**config.mk**
```make
export PLATFORM = sky130hd
export DESIGN_NAME = uart_rx_frame_check
export DESIGN_NICKNAME = d
export VERILOG_FILES = /design/src/rtl/uart_rx_frame_check.sv
export SDC_FILE = /design/constraint.sdc
export NUM_CORES = 1
export LEC_CHECK = 0
export BUFFER_PORTS_ARGS = -buffer_cell sky130_fd_sc_hd__buf_2
export CAP_MARGIN = 0
export CORE_MARGIN = 2
export CORE_UTILIZATION = 45
export DETAILED_ROUTE_END_ITERATION = 7
export PLACE_DENSITY = 0.71
export SLEW_MARGIN = 5
export SYNTH_ARGS = -nofsm -noshare
export SYNTH_HDL_FRONTEND = slang
export SYNTH_SLANG_ARGS = --single-unit
```
**constraint.sdc**
```tcl
create_clock -name clk -period 2.1 [get_ports clk]
set_input_delay 0.105 -clock clk [delete_from_list [all_inputs] [get_ports clk]]
set_output_delay 0.105 -clock clk [all_outputs]
set_load 0.05 [all_outputs]
```
**src/rtl/uart_rx_frame_check.sv**
```systemverilog
// UART receive frame checker: follows frame position from per-bit strobes, checks
// start/parity/stop bits, reports good data words and keeps saturating error counters.
module uart_rx_frame_check #(
    parameter int DATA_WIDTH = 8,
    parameter int STOP_BITS  = 1,
    parameter int CNT_WIDTH  = 8
) (
    input  logic                  clk,
    input  logic                  rst_n,
    input  logic                  enable,
    input  logic                  start_det,
    input  logic                  bit_valid,
    input  logic                  sampled_bit,
    input  logic                  par_en,
    input  logic                  par_typ,
    input  logic                  err_clr,
    output logic [DATA_WIDTH-1:0] rx_data,
    output logic                  data_valid,
    output logic                  start_glitch,
    output logic                  parity_err,
    output logic                  stop_err,
    output logic                  busy,
    output logic [CNT_WIDTH-1:0]  glitch_cnt,
    output logic [CNT_WIDTH-1:0]  parity_cnt,
    output logic [CNT_WIDTH-1:0]  stop_cnt
);

    typedef enum logic [2:0] {IDLE, START, DATA, PARITY, STOP} state_t;

    localparam int BW = $clog2(DATA_WIDTH);
    localparam logic [BW-1:0] LAST_DATA = BW'(DATA_WIDTH - 1);
    localparam logic [BW-1:0] LAST_STOP = BW'(STOP_BITS - 1);
    localparam logic [CNT_WIDTH-1:0] CNT_MAX = '1;

    state_t                state;
    state_t                state_nxt;
    logic [DATA_WIDTH-1:0] shift_q;
    logic [BW-1:0]         bit_cnt;
    logic                  par_en_q;
    logic                  par_typ_q;
    logic                  par_bit_q;
    logic                  stop_bad_q;
    logic                  start_ok;
    logic                  glitch_ev;
    logic                  frame_end;
    logic                  par_bad;
    logic                  stop_bad;
    logic                  frame_good;

    always_ff @(posedge clk or negedge rst_n) begin
        if (!rst_n) begin
            state <= IDLE;
        end else begin
            state <= state_nxt;
        end
    end

    // Dropping enable mid-frame overrides every other transition.
    always_comb begin
        state_nxt = state;
        if (state != IDLE && !enable) begin
            state_nxt = IDLE;
        end else begin
            case (state)
                IDLE:    if (start_det && enable) state_nxt = START;
                START:   if (bit_valid) state_nxt = sampled_bit ? IDLE : DATA;
                DATA:    if (bit_valid && bit_cnt == LAST_DATA) state_nxt = par_en_q ? PARITY : STOP;
                PARITY:  if (bit_valid) state_nxt = STOP;
                STOP:    if (bit_valid && bit_cnt == LAST_STOP) state_nxt = IDLE;
                default: state_nxt = IDLE;
            endcase
        end
    end

    always_comb begin
        busy       = (state != IDLE);
        start_ok   = (state == IDLE) && start_det && enable;
        glitch_ev  = (state == START) && enable && bit_valid && sampled_bit;
        frame_end  = (state == STOP) && enable && bit_valid && (bit_cnt == LAST_STOP);
        par_bad    = par_en_q && (par_bit_q != (^shift_q ^ par_typ_q));
        stop_bad   = stop_bad_q || !sampled_bit;
        frame_good = !par_bad && !stop_bad;
    end

    // bit_cnt is shared: data bit index, then stop bit index.
    always_ff @(posedge clk or negedge rst_n) begin
        if (!rst_n) begin
            shift_q    <= '0;
            bit_cnt    <= '0;
            par_en_q   <= 1'b0;
            par_typ_q  <= 1'b0;
            par_bit_q  <= 1'b0;
            stop_bad_q <= 1'b0;
        end else if (start_ok) begin
            shift_q    <= '0;
            bit_cnt    <= '0;
            par_en_q   <= par_en;
            par_typ_q  <= par_typ;
            par_bit_q  <= 1'b0;
            stop_bad_q <= 1'b0;
        end else if (enable && bit_valid) begin
            case (state)
                DATA: begin
                    shift_q <= {sampled_bit, shift_q[DATA_WIDTH-1:1]};
                    bit_cnt <= (bit_cnt == LAST_DATA) ? '0 : bit_cnt + 1'b1;
                end
                PARITY: par_bit_q <= sampled_bit;
                STOP: begin
                    stop_bad_q <= stop_bad;
                    bit_cnt    <= bit_cnt + 1'b1;
                end
                default: ;
            endcase
        end
    end

    always_ff @(posedge clk or negedge rst_n) begin
        if (!rst_n) begin
            rx_data      <= '0;
            data_valid   <= 1'b0;
            start_glitch <= 1'b0;
            parity_err   <= 1'b0;
            stop_err     <= 1'b0;
        end else begin
            data_valid   <= frame_end && frame_good;
            start_glitch <= glitch_ev;
            parity_err   <= frame_end && par_bad;
            stop_err     <= frame_end && stop_bad;
            if (frame_end && frame_good) begin
                rx_data <= shift_q;
            end
        end
    end

    // Counters advance on the registered pulses, so a clear in the pulse cycle wins.
    always_ff @(posedge clk or negedge rst_n) begin
        if (!rst_n) begin
            glitch_cnt <= '0;
            parity_cnt <= '0;
            stop_cnt   <= '0;
        end else if (err_clr) begin
            glitch_cnt <= '0;
            parity_cnt <= '0;
            stop_cnt   <= '0;
        end else begin
            if (start_glitch && glitch_cnt != CNT_MAX) glitch_cnt <= glitch_cnt + 1'b1;
            if (parity_err && parity_cnt != CNT_MAX) parity_cnt <= parity_cnt + 1'b1;
            if (stop_err && stop_cnt != CNT_MAX) stop_cnt <= stop_cnt + 1'b1;
        end
    end

endmodule

```
==> reports/qor.yml <==
die:
  std_cell_rows: 27
  ios: 46
  core_sq_um: 5610
  die_height_um: 80.9
  die_area_sq_um: 6540
  initial_core_util_pct: 47.4
  chipWidth_um: 80.9
placement:
  dp.cells: 367
  dp_hpwl_um: 3740
  place_ws_ns: -0.102
  io_buffers: 45
  place_congestion: 0.803
cells_and_area:
  num_antenna_cells: 0
  area_delta_synth_final_pct: 19.3
  fill_cells: 520
  nets: 319
  finalNonFillerCells: 377
  final_layout_size_suffix_gt1_share_pct: 28.2
hold_path:
  min_path_type: "in2reg"
  hold_start: "par_en"
  min_delay_path_depth: 2
detailed_routing:
  drt-pass1-iter-count: 4
  wire_per_inst_um: 13.7
  drc: 0
  totalWireLength_um: 5150
  drt_iter0_drc: 88
  via_count: 2013
  drtAntennaViolNets: 0
  avgViaCountPerCell: 5.34
yosys:
  synth-edff-count: 0
  synthFlopType: "dfrtp_1"
  synth_seq_cells: 54
  synthArstFlopShare_pct: 100
  syn-num-nets: 259
  ys_seq_area_share_pct: 50.8
  syn-instance-count: 244
  ys_types: 43
  avgSynthCellArea_sq_um: 10.9
  yosysWarningCount: 0
  netlist_area_sq_um: 2660
critical_path:
  critical_path.endpoint_type: "flop"
  r2r-end: "rx_data[2]"
  worstSetupStartpoint: "shift_q[3]"
  worst_setup_path_start_kind: "flop"
  reg2reg_depth: 6
  crit_type: "reg2reg"
  r2r-start: "shift_q[3]"
  path_max_fanout: 4
  cp-endpoint: "rx_data[2]"
  crit_arrival_ns: 2.36
  worstPathRequired_ns: 2.29
  r2r_slack_ns: -0.07
power_and_ir_drop:
  p_total_uw: 2270
  power.density_nw_per_um2: 716
  leakagePower_uw: 0.00159
  ir_drop_mv: 0.508
timing:
  setup_slack_ns: -0.0669
  timing.fmax_ghz: 0.461
  rsz0062_at_grt: "yes"
  fin_crit_sh_pct: 103
  hold_violations: 0
  holdWs_ns: 0.0454
  fin_skew_ns: 0.00509
  relSlewSlack_pct: 67.9
  worst_slew_pin_slew_ns: 0.475
  setup_violations: 8
  final_max_slew_viol_count: 0
  fin_crit_ns: 2.17
cts:
  h-tree-depth: 2
  cts-root-buf: "clkbuf_8"
  clkSinkCount: 54
  clock_latency_ns: 0.30
  cts.reportedPaths.clkPinSlew_ns: 0.09
  cts_setup_buffers: 0
  cts_tree: "done"
  cts_made_buffers: 5
  cts_buffer_depth: 2
global_route:
  antenna_found_initial: 0
  grt_pass1_vias: 1862
  overflow: 0
  grt_pass1_wl_um: 8690
  grt_max_degree: 33
  grt.total_usage_pct: 17.2
job:
  drv_cap: 0
run_status:
  status: "finished with violations"
  violations: "negative setup slack"
-- through the flow --
stage	cell area, sq um	util [%]	TNS (ns)
2_1_floorplan	2660	-	-0.848
3_3_place_gp	3040	54.1	-0.299
3_5_place_dp	3040	54.1	-0.744
4_1_cts	3170	56.5	-0.526
5_1_grt	3170	56.5	-1.49
6_report	3170	56.5	-0.420
-- critical path: stages (launching register included) --
cell	delay, ns
dfrtp_1	0.40
xor2_1	0.15
xnor3_1	0.41
xnor2_1	0.18
a2111oi_4	0.39
buf_4	0.21
mux2_2	0.32
-- report_power, final --
part	total, uW	switching (uW)	leakage [uW]	internal, uW
registers	1150	55.1	0.000744	1100
clock network	677	320	0.0000524	357
logic	440	243	0.000795	197
-- cell usage after synthesis, types with 2 or more instances --
| cell | n | area share, % |
|---|---|---|
| or3_2 | 2 | 0.56 |
| nor3_1 | 2 | 0.38 |
| mux2_2 | 10 | 4.2 |
| ha_1 | 6 | 2.8 |
| o21ai_0 | 8 | 1.5 |
| nand4_1 | 7 | 1.6 |
| xnor2_1 | 10 | 3.3 |
| and3_1 | 4 | 0.94 |
| nor2_1 | 32 | 4.5 |
| dfrtp_1 | 54 | 51 |
| or3_1 | 4 | 0.94 |
| inv_1 | 9 | 1.3 |
| and4_1 | 4 | 1.3 |
| mux2i_1 | 12 | 4.5 |
| a31oi_1 | 2 | 0.47 |
| a21oi_1 | 10 | 1.9 |
| nand3_1 | 10 | 1.9 |
| nor4b_1 | 2 | 0.66 |
| xor2_1 | 12 | 4.0 |
| clkbuf_1 | 5 | 0.71 |
| nand3b_1 | 3 | 0.85 |
| nand2_1 | 14 | 2.0 |
| buf_6 | 2 | 0.85 |
-- state kept, by name, indices dropped and copies added (netlist names) --
register and flops:
par_typ_q 1, stop_bad_q 1, data_valid 1, state 3
bit_cnt 3, start_glitch 1, rx_data 8, par_en_q 1
parity_cnt 8, stop_cnt 8, stop_err 1, parity_err 1
shift_q 8, glitch_cnt 8, par_bit_q 1
-- per-layer routing --
layer  vias up  track usage [%]  wire length, um
met5         -                0                0
met4         0             5.59               59
met3         6             3.56              203
met2        42             28.7             2470
met1       983             22.5             2420
li1        982                -                -
-- what timing repair did --
action,4_1_cts,5_1_grt
gates resized for setup,3,0
gates cloned,1,0
setup endpoints to repair,8,8
hold buffers,1,0
hold endpoints to repair,54,0
pin swaps,1,0
-- cell usage in the layout (no fill, tap or decap), drive strengths merged, types with 2 or more instances in the layout --
cell and count:
a2111oi 2, a21oi 10, a31oi 2, and3 4, and4 4, buf 59, clkbuf 7, dfrtp 54
ha 6, inv 9, mux2 10, mux2i 12, nand2 14, nand2b 2, nand3 10, nand3b 3
nand4 7, nor2 32, nor3 3, nor4b 2, o21ai 8, or3 6, xnor2 10, xor2 12
-- final cells by class --
| type | instances | area, sq um | area share [%] |
|---|---|---|---|
| repair buffers | 60 | 344 | 10.9 |
| clock buffers | 7 | 76.3 | 2.41 |
| clock inverters | 1 | 30.0 | 0.947 |
| multi-input cells | 174 | 1240 | 39.3 |
| inverters | 9 | 33.8 | 1.07 |
| well taps | 72 | 90.1 | 2.84 |
| flip-flops and latches | 54 | 1350 | 42.6 |
-- cell families after synthesis --
family,synth area share (%)
buffers and inverters,2.82
AOI/OAI and AO/OA,8.24
adders and majority gates,2.82
muxes,8.76
xor gates and xnor gates,8.10
DFF,50.8
and+or+nand+nor,18.4
-- how the worst min path moves through the flow --
stage	slack (ns)	end
4_1_cts	0.03	par_en_q
3_3_place_gp	-0.11	glitch_cnt[5]
3_5_place_dp	-0.11	glitch_cnt[5]
2_1_floorplan	-0.19	bit_cnt[0]
6_report	0.05	par_en_q
5_1_grt	0.02	par_en_q
(Power assumes the default switching activity.)
